## config.mk

```make
export PLATFORM = sky130hd
export DESIGN_NAME = drum_mult_pipe
export DESIGN_NICKNAME = d
export VERILOG_FILES = /design/src/rtl/drum_pkg.sv /design/src/rtl/drum_operand_encode.sv /design/src/rtl/drum_mult_pipe.sv
export SDC_FILE = /design/constraint.sdc
export NUM_CORES = 1
export LEC_CHECK = 0
export CAP_MARGIN = 5
export CORE_ASPECT_RATIO = 1.25
export CORE_MARGIN = 2
export CORE_UTILIZATION = 50
export DETAILED_ROUTE_END_ITERATION = 6
export GPL_ROUTABILITY_DRIVEN = 0
export HOLD_SLACK_MARGIN = 0.12
export PLACE_DENSITY = 0.82
export SYNTH_ARGS = -nofsm -noshare
export SYNTH_HDL_FRONTEND = slang
export SYNTH_SLANG_ARGS = --single-unit
```

## constraint.sdc

```tcl
create_clock -name clk -period 3.9 [get_ports clk]
set_clock_uncertainty 0.1 [all_clocks]
set_input_delay 0.78 -clock clk [delete_from_list [all_inputs] [get_ports clk]]
set_output_delay 0.78 -clock clk [all_outputs]
set_load 0.005 [all_outputs]
```

## src/rtl/drum_pkg.sv

```systemverilog
// Shared definitions for the pipelined DRUM approximate multiplier.
// Optional feature macro: DRUM_SIGNED_EN (two's complement operands).
package drum_pkg;

   // Smallest legal DRUM window width.
   localparam int unsigned DRUM_MIN_K = 3;

   // Width of the summed shift amount: each operand shift fits in clog2(n) bits,
   // so the sum of two needs one extra bit.
   function automatic int unsigned shift_width(int unsigned n);
      return $clog2(n) + 1;
   endfunction

endpackage

```

## src/rtl/drum_operand_encode.sv

```systemverilog
// Leading-one detect, window select and shift amount for one DRUM operand.
// Purely combinational; instantiated once per operand in stage S1.
module drum_operand_encode #(
   parameter int unsigned N = 16,
   parameter int unsigned K = 4
) (
   input  logic [N-1:0]         x,
   output logic [K-1:0]         win,
   output logic [$clog2(N)-1:0] shift
);

   localparam int unsigned LW = $clog2(N);

   logic [LW-1:0] lead;

   // Priority-encode the leading one, then pick the K-bit window below it.
   always_comb begin
      lead  = '0;
      win   = x[K-1:0];
      shift = '0;
      for (int i = 0; i < N; i++) begin
         if (x[i]) lead = LW'(i);
      end
      // Small operands (and zero) pass through exactly.
      if (lead > LW'(K - 1)) begin
         shift = lead - LW'(K - 1);
         // Top window bit is the leading one; LSB forced to 1 to unbias truncation.
         win   = K'(x >> shift) | K'(1);
      end
   end

endmodule

```

## src/rtl/drum_mult_pipe.sv

```systemverilog
// Three-stage pipelined DRUM approximate multiplier with valid/ready and tag.
// Optional feature macro: DRUM_SIGNED_EN (two's complement operands).
module drum_mult_pipe
   import drum_pkg::*;
#(
   parameter int unsigned N     = 16,
   parameter int unsigned K     = 4,
   parameter int unsigned TAG_W = 4
) (
   input  logic             clk,
   input  logic             rst,
   input  logic             in_valid,
   output logic             in_ready,
   input  logic [N-1:0]     in_a,
   input  logic [N-1:0]     in_b,
   input  logic [TAG_W-1:0] in_tag,
   output logic             out_valid,
   input  logic             out_ready,
   output logic [2*N-1:0]   out_r,
   output logic [TAG_W-1:0] out_tag
);

   localparam int unsigned SW = shift_width(N);
   localparam int unsigned EW = $clog2(N);
   localparam int unsigned PW = 2 * K;
   localparam int unsigned RW = 2 * N;

   if (K < DRUM_MIN_K || K >= N) begin : g_bad_k
      $error("drum_mult_pipe: K must satisfy 3 <= K < N");
   end

   // Stage types depend on module parameters, so they live here.
   typedef struct packed {
      logic             valid;
      logic [K-1:0]     win_a;
      logic [K-1:0]     win_b;
      logic [EW-1:0]    shift_a;
      logic [EW-1:0]    shift_b;
      logic [TAG_W-1:0] tag;
`ifdef DRUM_SIGNED_EN
      logic             sign;
`endif
   } s1_t;

   typedef struct packed {
      logic             valid;
      logic [PW-1:0]    prod;
      logic [SW-1:0]    ssum;
      logic [TAG_W-1:0] tag;
`ifdef DRUM_SIGNED_EN
      logic             sign;
`endif
   } s2_t;

   s1_t           s1_q;
   s2_t           s2_q;
   logic          en;
   logic          accept;
   logic [N-1:0]  mag_a;
   logic [N-1:0]  mag_b;
   logic [K-1:0]  win_a;
   logic [K-1:0]  win_b;
   logic [EW-1:0] shift_a;
   logic [EW-1:0] shift_b;
   logic [RW-1:0] res;

   assign en       = out_ready | ~out_valid;
   assign in_ready = en & ~rst;
   assign accept   = in_valid & in_ready;

   // Operand magnitudes; -2^(N-1) maps to 2^(N-1), which is valid unsigned.
   always_comb begin
`ifdef DRUM_SIGNED_EN
      mag_a = in_a[N-1] ? -in_a : in_a;
      mag_b = in_b[N-1] ? -in_b : in_b;
`else
      mag_a = in_a;
      mag_b = in_b;
`endif
   end

   drum_operand_encode #(.N(N), .K(K)) u_enc_a (
      .x     (mag_a),
      .win   (win_a),
      .shift (shift_a)
   );

   drum_operand_encode #(.N(N), .K(K)) u_enc_b (
      .x     (mag_b),
      .win   (win_b),
      .shift (shift_b)
   );

   // S1: capture windows, shifts and tag; data held when a bubble enters.
   always_ff @(posedge clk or posedge rst) begin
      if (rst) begin
         s1_q <= '0;
      end else if (en) begin
         s1_q.valid <= accept;
         if (accept) begin
            s1_q.win_a   <= win_a;
            s1_q.win_b   <= win_b;
            s1_q.shift_a <= shift_a;
            s1_q.shift_b <= shift_b;
            s1_q.tag     <= in_tag;
`ifdef DRUM_SIGNED_EN
            s1_q.sign    <= in_a[N-1] ^ in_b[N-1];
`endif
         end
      end
   end

   // S2: KxK window product and combined shift.
   always_ff @(posedge clk or posedge rst) begin
      if (rst) begin
         s2_q <= '0;
      end else if (en) begin
         s2_q.valid <= s1_q.valid;
         if (s1_q.valid) begin
            s2_q.prod <= PW'(s1_q.win_a) * PW'(s1_q.win_b);
            s2_q.ssum <= SW'(s1_q.shift_a) + SW'(s1_q.shift_b);
            s2_q.tag  <= s1_q.tag;
`ifdef DRUM_SIGNED_EN
            s2_q.sign <= s1_q.sign;
`endif
         end
      end
   end

   // Barrel shift back to full scale; cannot overflow 2N bits.
   always_comb begin
      res = RW'(s2_q.prod) << s2_q.ssum;
`ifdef DRUM_SIGNED_EN
      if (s2_q.sign && res != '0) res = -res;
`endif
   end

   // S3: output register.
   always_ff @(posedge clk or posedge rst) begin
      if (rst) begin
         out_valid <= 1'b0;
         out_r     <= '0;
         out_tag   <= '0;
      end else if (en) begin
         out_valid <= s2_q.valid;
         if (s2_q.valid) begin
            out_r   <= res;
            out_tag <= s2_q.tag;
         end
      end
   end

endmodule
```

# --- Word-level counts from Yosys, hierarchy flattened ---
# Index checks and enable logic that the tools add are counted.
word_totals:
  in_bits: 40
  wordCells: 64
  register_bits: 76
classes:
  reduce_logical: 3
  shifts: 3
  n_addsub: 3
  n_bitwise: 5
  order_cmp: 2
  n_mul: 1
  mux: 34
ops:
  columns: ["cell", "n"]
  rows:
  - ["2-to-1 mux 4 bit", 32]
  - ["<< shifter 8 x 5 -> 32 bit", 1]
  - [">> shifter 16 x 4 -> 4 bit", 2]
  - ["greater-than comparator 4 x 2 -> 1 bit (second input constant)", 2]
  - ["multiplier 4 x 4 -> 8 bit", 1]
  - ["subtractor 4 x 2 -> 4 bit (second input constant)", 2]
  - ["AND reduction 2 bit", 3]
  - ["adder 4 x 4 -> 5 bit", 1]
  - ["AND 1 bit", 2]
  - ["2-to-1 mux 1 bit", 2]
  - ["NOT 1 bit", 2]
  - ["bitwise OR 1 bit", 1]

# --- Longest topological paths before layout ---
# Gate-level depths: netlist (run 1).
depth:
  word_depth: 18
  ltp_mapped: 13
  ltp_nobuf: 12

# --- Hierarchy ---
# From an unflattened synthesis (run 1), not the netlist that was laid out.
hier_totals:
  cells_unflattened: 652
  area_unflattened_um2: 5920.7
by_module_without_submodules:
  columns: ["module", "cells_each", "n_inst", "area_each_um2", "seq_area_each_um2"]
  rows:
  - ["drum_mult_pipe", 398, 1, 4166.5, 1901.8]
  - ["drum_operand_encode", 127, 2, 877.1, 0.0]

# --- Worst setup path before layout (run 1) ---
# OpenSTA, ideal clock, no wires.
synth_timing:
  kind: "input-to-reg"
  from: "in rst"
  to: "reg s1_q[13] in the netlist's numbering"
  path_stages: 8
  slack_ns: 0.266
  t_required_ns: 3.731
  path_buffers: 1
  arrival_time_ns: 3.466
  path_cell_list: "inv_1 and3_1 clkbuf_1 nand2_1 nor2_1 and3_1 a2bb2oi_1 nand3_1"
synth_via:
  elab_chain_len: 4
synth_lines:
  columns: ["element", "line_no", "text"]
  rows:
  - ["start: declaration", "drum_mult_pipe.sv:11", "input logic rst,"]
  - ["NOT 1 bit", "drum_mult_pipe.sv:68", "assign in_ready = en & ~rst;"]
  - ["AND 1 bit", "drum_mult_pipe.sv:68", null]
  - ["AND 1 bit", "drum_mult_pipe.sv:69", "assign accept = in_valid & in_ready;"]
  - ["AND reduction 2 bit (no line)", null, null]
  - ["end: declaration", "drum_mult_pipe.sv:55", "s1_t s1_q;"]
# Every way passes these cells.
# A chain may end at the register's enable or synchronous reset.

# --- Final worst setup path (run 1) ---
layout_timing:
  from: "in in_a[3]"
  to: "reg s1_q[17] in the netlist's numbering"
layout_via:
  elab_chain_len: 16
  elab_cells_between_ends: 17
  classes_between: "1 x add/sub; 1 x order compare; 1 x shift; 14 x mux"
layout_lines:
  columns: ["element", "line_no", "text"]
  rows:
  - ["start: declaration", "drum_mult_pipe.sv:14", "input logic [N-1:0] in_a,"]
  - ["2-to-1 mux 4 bit (13 in series)", "drum_operand_encode.sv:22", "if (x[i]) lead = LW'(i);"]
  - ["subtractor 4 x 2 -> 4 bit", "drum_operand_encode.sv:26", "shift = lead - LW'(K - 1);"]
  - [">> shifter 16 x 4 -> 4 bit", "drum_operand_encode.sv:28", "win = K'(x >> shift) | K'(1);"]
  - ["2-to-1 mux 4 bit *", "drum_operand_encode.sv:25", "if (lead > LW'(K - 1)) begin"]
# Every way passes the cells marked *; elsewhere a longest branch is shown, timed or not.

==> results of run 1 <==
## cells in the final DEF, fill, tap and decap left out, drive strengths merged, types with 9 or more instances in the layout
cell type and count:
mux2i 18, buf 16, and2 12, clkdlybuf4s50 77, clkbuf 12, o21ai 58
nand2 100, dfrtp 76, nand3 12, mux2 11, nor2 50, nor3 9
a21oi 37, inv 28, ha 18, nor2b 10
## layer usage
metal | vias up | global-route usage (%) | part of all wire [%]
li1 | 2279 | - | -
met1 | 2289 | 26.1 | 38
met2 | 212 | 45.4 | 52
met3 | 46 | 4.81 | 5.9
met4 | 0 | 11.6 | 3.5
met5 | - | 0 | 0
## worst max path at each step
| stage | end | slack [ns] |
|---|---|---|
| 3_5_place_dp | s1_q[17] | 0.03 |
| 6_report | s1_q[17] | 0.31 |
| 5_1_grt | s1_q[19] | 0.15 |
| 4_1_cts | s1_q[17] | 0.39 |
| 3_3_place_gp | s1_q[14] | 0.20 |
| 2_1_floorplan | s1_q[13] | 0.27 |
## registers in the layout, summed over array words and instances, names as in the netlist
name       flops
out_r         32
s1_q          21
s2_q          18
out_tag        4
out_valid      1
## cell type report
class	instances	area (sq um)
clock inverter	4	30.0
fill	840	3480
timing repair buffer	93	891
inverter	27	101
multi-input combinational	460	2880
tap	126	158
sequential	76	1900
clock buffer	12	267
## critical path, delay by kind of cell
family                     cells  cell delay (ns)
adders and majority gates      1             0.30
buffers and inverters          2             0.76
xor gates and xnor gates       1             0.20
and+or+nand+nor                3             0.56
muxes                          1             0.09
AOI/OAI and AO/OA              5             1.02
## cells by family (layout without fill, tap and decap cells)
kind of cell,count (synthesis),count (layout),share of synthesized area [%]
AO/OA/AOI/OAI,169,169,21.7
adder cells (fa/ha/maj),23,23,6.49
XOR/XNOR,10,10,1.90
flip-flops,76,76,38.0
buffers and inverters,56,136,4.52
AND/OR/NAND/NOR,228,228,20.9
multiplexers,30,30,6.52
## per-stage QoR
step                      cells  setup WS (ns)  hold WS (ns)  power [mW]  util [%]
after CTS                   798          0.389         0.375        3.85      64.2
after global placement      782          0.203         0.345        2.94      61.1
final                       798          0.311         0.366        3.84      64.2
after detailed placement    782         0.0347         0.358        3.03      61.1
after global routing        798          0.153         0.407        4.11      64.2
after floorplan             592          0.266         0.333        2.34         -
## power groups by stage
stage / registers, mW / clock network [mW] / logic (mW)
6_report: 1.36 / 0.805 / 1.68
5_1_grt: 1.40 / 0.849 / 1.87
4_1_cts: 1.35 / 0.814 / 1.68
3_5_place_dp: 1.36 / 0 / 1.66
3_3_place_gp: 1.34 / 0 / 1.60
2_1_floorplan: 1.24 / 0 / 1.10
==> flow_summary.ini, run 1 <==
[outcome]
status = completed

[yosys]
synth_edf_count = 0
synth_common_cells = 100 x nand2_1, 76 x dfrtp_1, 57 x o21ai_0
synth_flop_cell = dfrtp_1
synth_area_leaders = dfrtp_1 38%, nand2_1 7.5%, o21ai_0 5.7%
synth_seq_cells = 76
synth_most_common_cell = nand2_1
netlist.area_leader.share_pct = 38.0
synth-seq-area-share_pct = 38.0
avgSynthCellArea_sq_um = 8.46
synth.distinct_cells = 64
syn_inst = 592
synth_area_sq_um = 5010
synthArstFlopShare_pct = 100
synth_fp_nets = 655
synth_top_cell_by_area = dfrtp_1
ys_warn_count = 0

[critical_path]
worst-setup-path-type = in -> reg
startpoint = in_a[3]
crit_chain = clkdlybuf4s50_1 -> nor2_1 -> nor3_1 -> o31ai_1 -> a211oi_1 -> or3_1 -> ha_1 -> xnor2_1 -> buf_4 -> mux2i_1 -> o22ai_1 -> o31ai_1 -> a211o_1
startpoint_type = primary input
r2r_cells = 12
r2r_slack_ns = 0.65
max_stage_delay_ns = 0.54
r2r_start = s1_q[16]
cp.required_ns = 4.02
slowest_stage = clkdlybuf4s50_1
cp_common_cell = o31ai_1
r2r_end = s2_q[16]
arrival_ns = 3.71
end_kind = flop
cp_max_fo = 14

[placed_design]
dp_hpwl_um = 9860
portBuffers = 77
postPlaceCellArea_sq_um = 5930

[timing]
maxSlewHeadroom_pct = 39.5
fin_tns_setup_ns = 0
setup_viol = 0
hold_viol = 0
rsz0062_at_grt = no
final_max_slew_viol_count = 0
period_share_pct = 92.0
max_freq_ghz = 0.279
fin_crit_ns = 3.59
tightest_slew_ns = 0.908

[power]
p_switching_mw = 1.45
p_clk_share_pct = 20.9
sw_frac_of_total_pct = 37.8
sequentialPowerShare_pct = 35.3
intPower_mw = 2.39
leakage_nw = 2.73
powerDensity_nw_per_um2 = 617
ir_worst_vdd_mv = 0.236
combPwrFrac_pct = 43.8

[clock_tree]
htree_levels = 3
cts_sinks = 76
clock_latency_ns = 0.34
numCtsBuffers = 9
cts_tree = yes
ctsLongestPathBuffers = 2
cts.repair.resized = 0
ctsHoldBuffers = 0
post_cts_buffers = 0
ctsRootBufferMaster = clkbuf_16
clk_pin_slew_ns = 0.06

[worst_hold_path]
holdPathEnd = out_tag[2]
min_path_type = reg -> reg
hold_path_depth = 2
min-delay-start = s2_q[2]

[global_routing]
antenna_found_initial = 0
grt_max_degree = 77
grt_pass1_wl_um = 21100
gr-total-overflow = 0
grt_usage_pct = 24.3
grt_pass1_vias = 4680

[drt]
wl_per_cell_um = 16.2
wirelength_um = 12900
vias = 4826
drt_first_pass_iters = 5
drc = 0
ant_nets = 0
drtIter0Drc = 299
via_per_inst = 6.05

[layout]
design_area_sq_um = 6230
drive_gt1_share_pct = 7.59
num_antenna_cells = 0
syn_to_final_growth_pct = 24.3
final_net_count = 730

[run]
max_cap_violations = 0

[floorplanning]
die-area_sq_um = 10800
core_area_sq_um = 9710
pin_count = 78
die_h_um = 116
rows = 40
fp.dieW_um = 93.5
initial_core_util_pct = 51.6
(Power assumes the default switching activity.)
==> run 2: changes to the inputs <==
Settings changed: RECOVER_POWER set to 50.
==> flow_summary.ini, run 2 (synthesized netlist as in run 1, its figures left out) <==
[outcome]
status = complete, but fails checks
violations = capacitance limit, slew limit

[layout]
final_util_pct = 64.1
final_common_cell = nand2_1
drive_gt1_share_pct = 7.44
top_register = out_r
syn_to_final_growth_pct = 24.3
reg_top3 = out_r x32, s1_q x21, s2_q x18
fillCellCount = 841
largest_reg_flops = 32
mostFrequentLayoutCells = 100 x nand2_1, 76 x dfrtp_1, 59 x clkdlybuf4s50_1, 57 x o21ai_0, 50 x nor2_1
fin_cells = 798
num_antenna_cells = 0
design_area_sq_um = 6230
final_net_count = 730

[clock_tree]
cts_sinks = 76
ctsLongestPathBuffers = 2
clk_pin_slew_ns = 0.06
post_cts_buffers = 0
ctsHoldBuffers = 0
htree_levels = 3
numCtsBuffers = 9
clock_latency_ns = 0.34
cts.repair.resized = 0
ctsRootBufferMaster = clkbuf_16
cts_tree = yes

[worst_hold_path]
min_path_type = reg -> reg

[critical_path]
crit_chain = clkdlybuf4s50_1 -> nor2_1 -> nor3_1 -> o31ai_1 -> a211oi_1 -> or3_1 -> ha_1 -> xnor2_1 -> buf_4 -> mux2i_1 -> o22ai_1 -> o31ai_1 -> a211o_1
slowest_stage = clkdlybuf4s50_1
worst-setup-path-type = in -> reg
cp.required_ns = 4.02
max_stage_delay_ns = 0.54
end_kind = flop
cp_max_fo = 14
startpoint_type = primary input
path_delay_family = compound AO/OA/AOI/OAI gates
arrival_ns = 3.71
crit_buf_inv = 2
cp_common_cell = o31ai_1

[power]
leakage_nw = 2.78
fin_total_pwr_mw = 3.82
powerDensity_nw_per_um2 = 613
ir_worst_vdd_mv = 0.236

[floorplanning]
initial_core_util_pct = 51.6
die_h_um = 116
pin_count = 78
die-area_sq_um = 10800
fp.dieW_um = 93.5
rows = 40
core_area_sq_um = 9710

[timing]
rsz0062_at_grt = no
fin_crit_ns = 3.58
maxSlewHeadroom_pct = -19.5
hold_ws_ns = 0.366
final_max_slew_viol_count = 77
setup_viol = 0
max_freq_ghz = 0.279
setup_ws_ns = 0.316
period_share_pct = 91.9
tightest_slew_ns = 1.79
fin_tns_setup_ns = 0
hold_viol = 0

[global_routing]
grt_pass1_vias = 4680
grt_usage_pct = 24.3
gr-total-overflow = 0
antenna_found_initial = 0
grt_max_degree = 77
grt_pass1_wl_um = 21100

[drt]
ant_nets = 0
drtIter0Drc = 297
via_per_inst = 6.09
vias = 4859
drc = 0
wl_per_cell_um = 16.2
wirelength_um = 12900
drt_first_pass_iters = 5

[placed_design]
portBuffers = 77
dpl_worst_slack_ns = 0.0347
dp_hpwl_um = 9860
postPlaceCellArea_sq_um = 5930
placed_cells_incl_taps = 782

[run]
max_cap_violations = 1
[run 2: changes by cell type in the layout (fill, tap and decap cells not counted), sizes merged]
cell           previous run  this run
clkdlybuf4s50            77        59
dlygate4sd3               0        18
buf                      16        15
clkbuf                   12        13
[run 2: worst register-to-register path: cells and delay by family (launching register included)]
kind                       cells  cell delay [ns]
xor gates and xnor gates       1             0.16
and+or+nand+nor                1             0.19
DFF                            1             0.41
buffers and inverters          2             0.11
AOI/OAI and AO/OA              5             0.79
adders and majority gates      3             1.34
[run 2: worst paths after layout]
check,startpoint,slack [ns],cells after the start,to
setup / recovery,in_a[3],0.32,13,s1_q[17]
hold / removal,s2_q[2],0.37,2,out_tag[2]
setup reg to reg,s1_q[16],0.65,12,s2_q[16]
hold reg to reg,s2_q[2],0.37,2,out_tag[2]
max in group asynchronous,rst,1.15,3,out_r[29]
min in group asynchronous,rst,1.50,3,s1_q[19]
[run 2: layer usage]
layer	track usage (%)	up-vias	part of all wire (%)
li1	-	2281	-
met2	45.4	220	52
met1	26.1	2314	38
met5	0	-	0
met4	11.6	0	3.4
met3	4.81	44	6.0
[run 2: power by group]
part / total (mW) / switching, mW / internal, mW
Combinational: 1.66 / 0.849 / 0.809
Sequential: 1.35 / 0.280 / 1.07
Clock: 0.806 / 0.321 / 0.485
Total: 3.82 / 1.45 / 2.37
[run 2: final cells by class]
class | instances | area (sq um) | share of cell area, %
multi-input cells | 460 | 2880 | 46.3
repair buffers | 93 | 888 | 14.3
flip-flops and latches | 76 | 1900 | 30.5
clock buffers | 12 | 267 | 4.28
clock inverters | 4 | 30.0 | 0.482
well taps | 126 | 158 | 2.53
inverters | 27 | 101 | 1.63
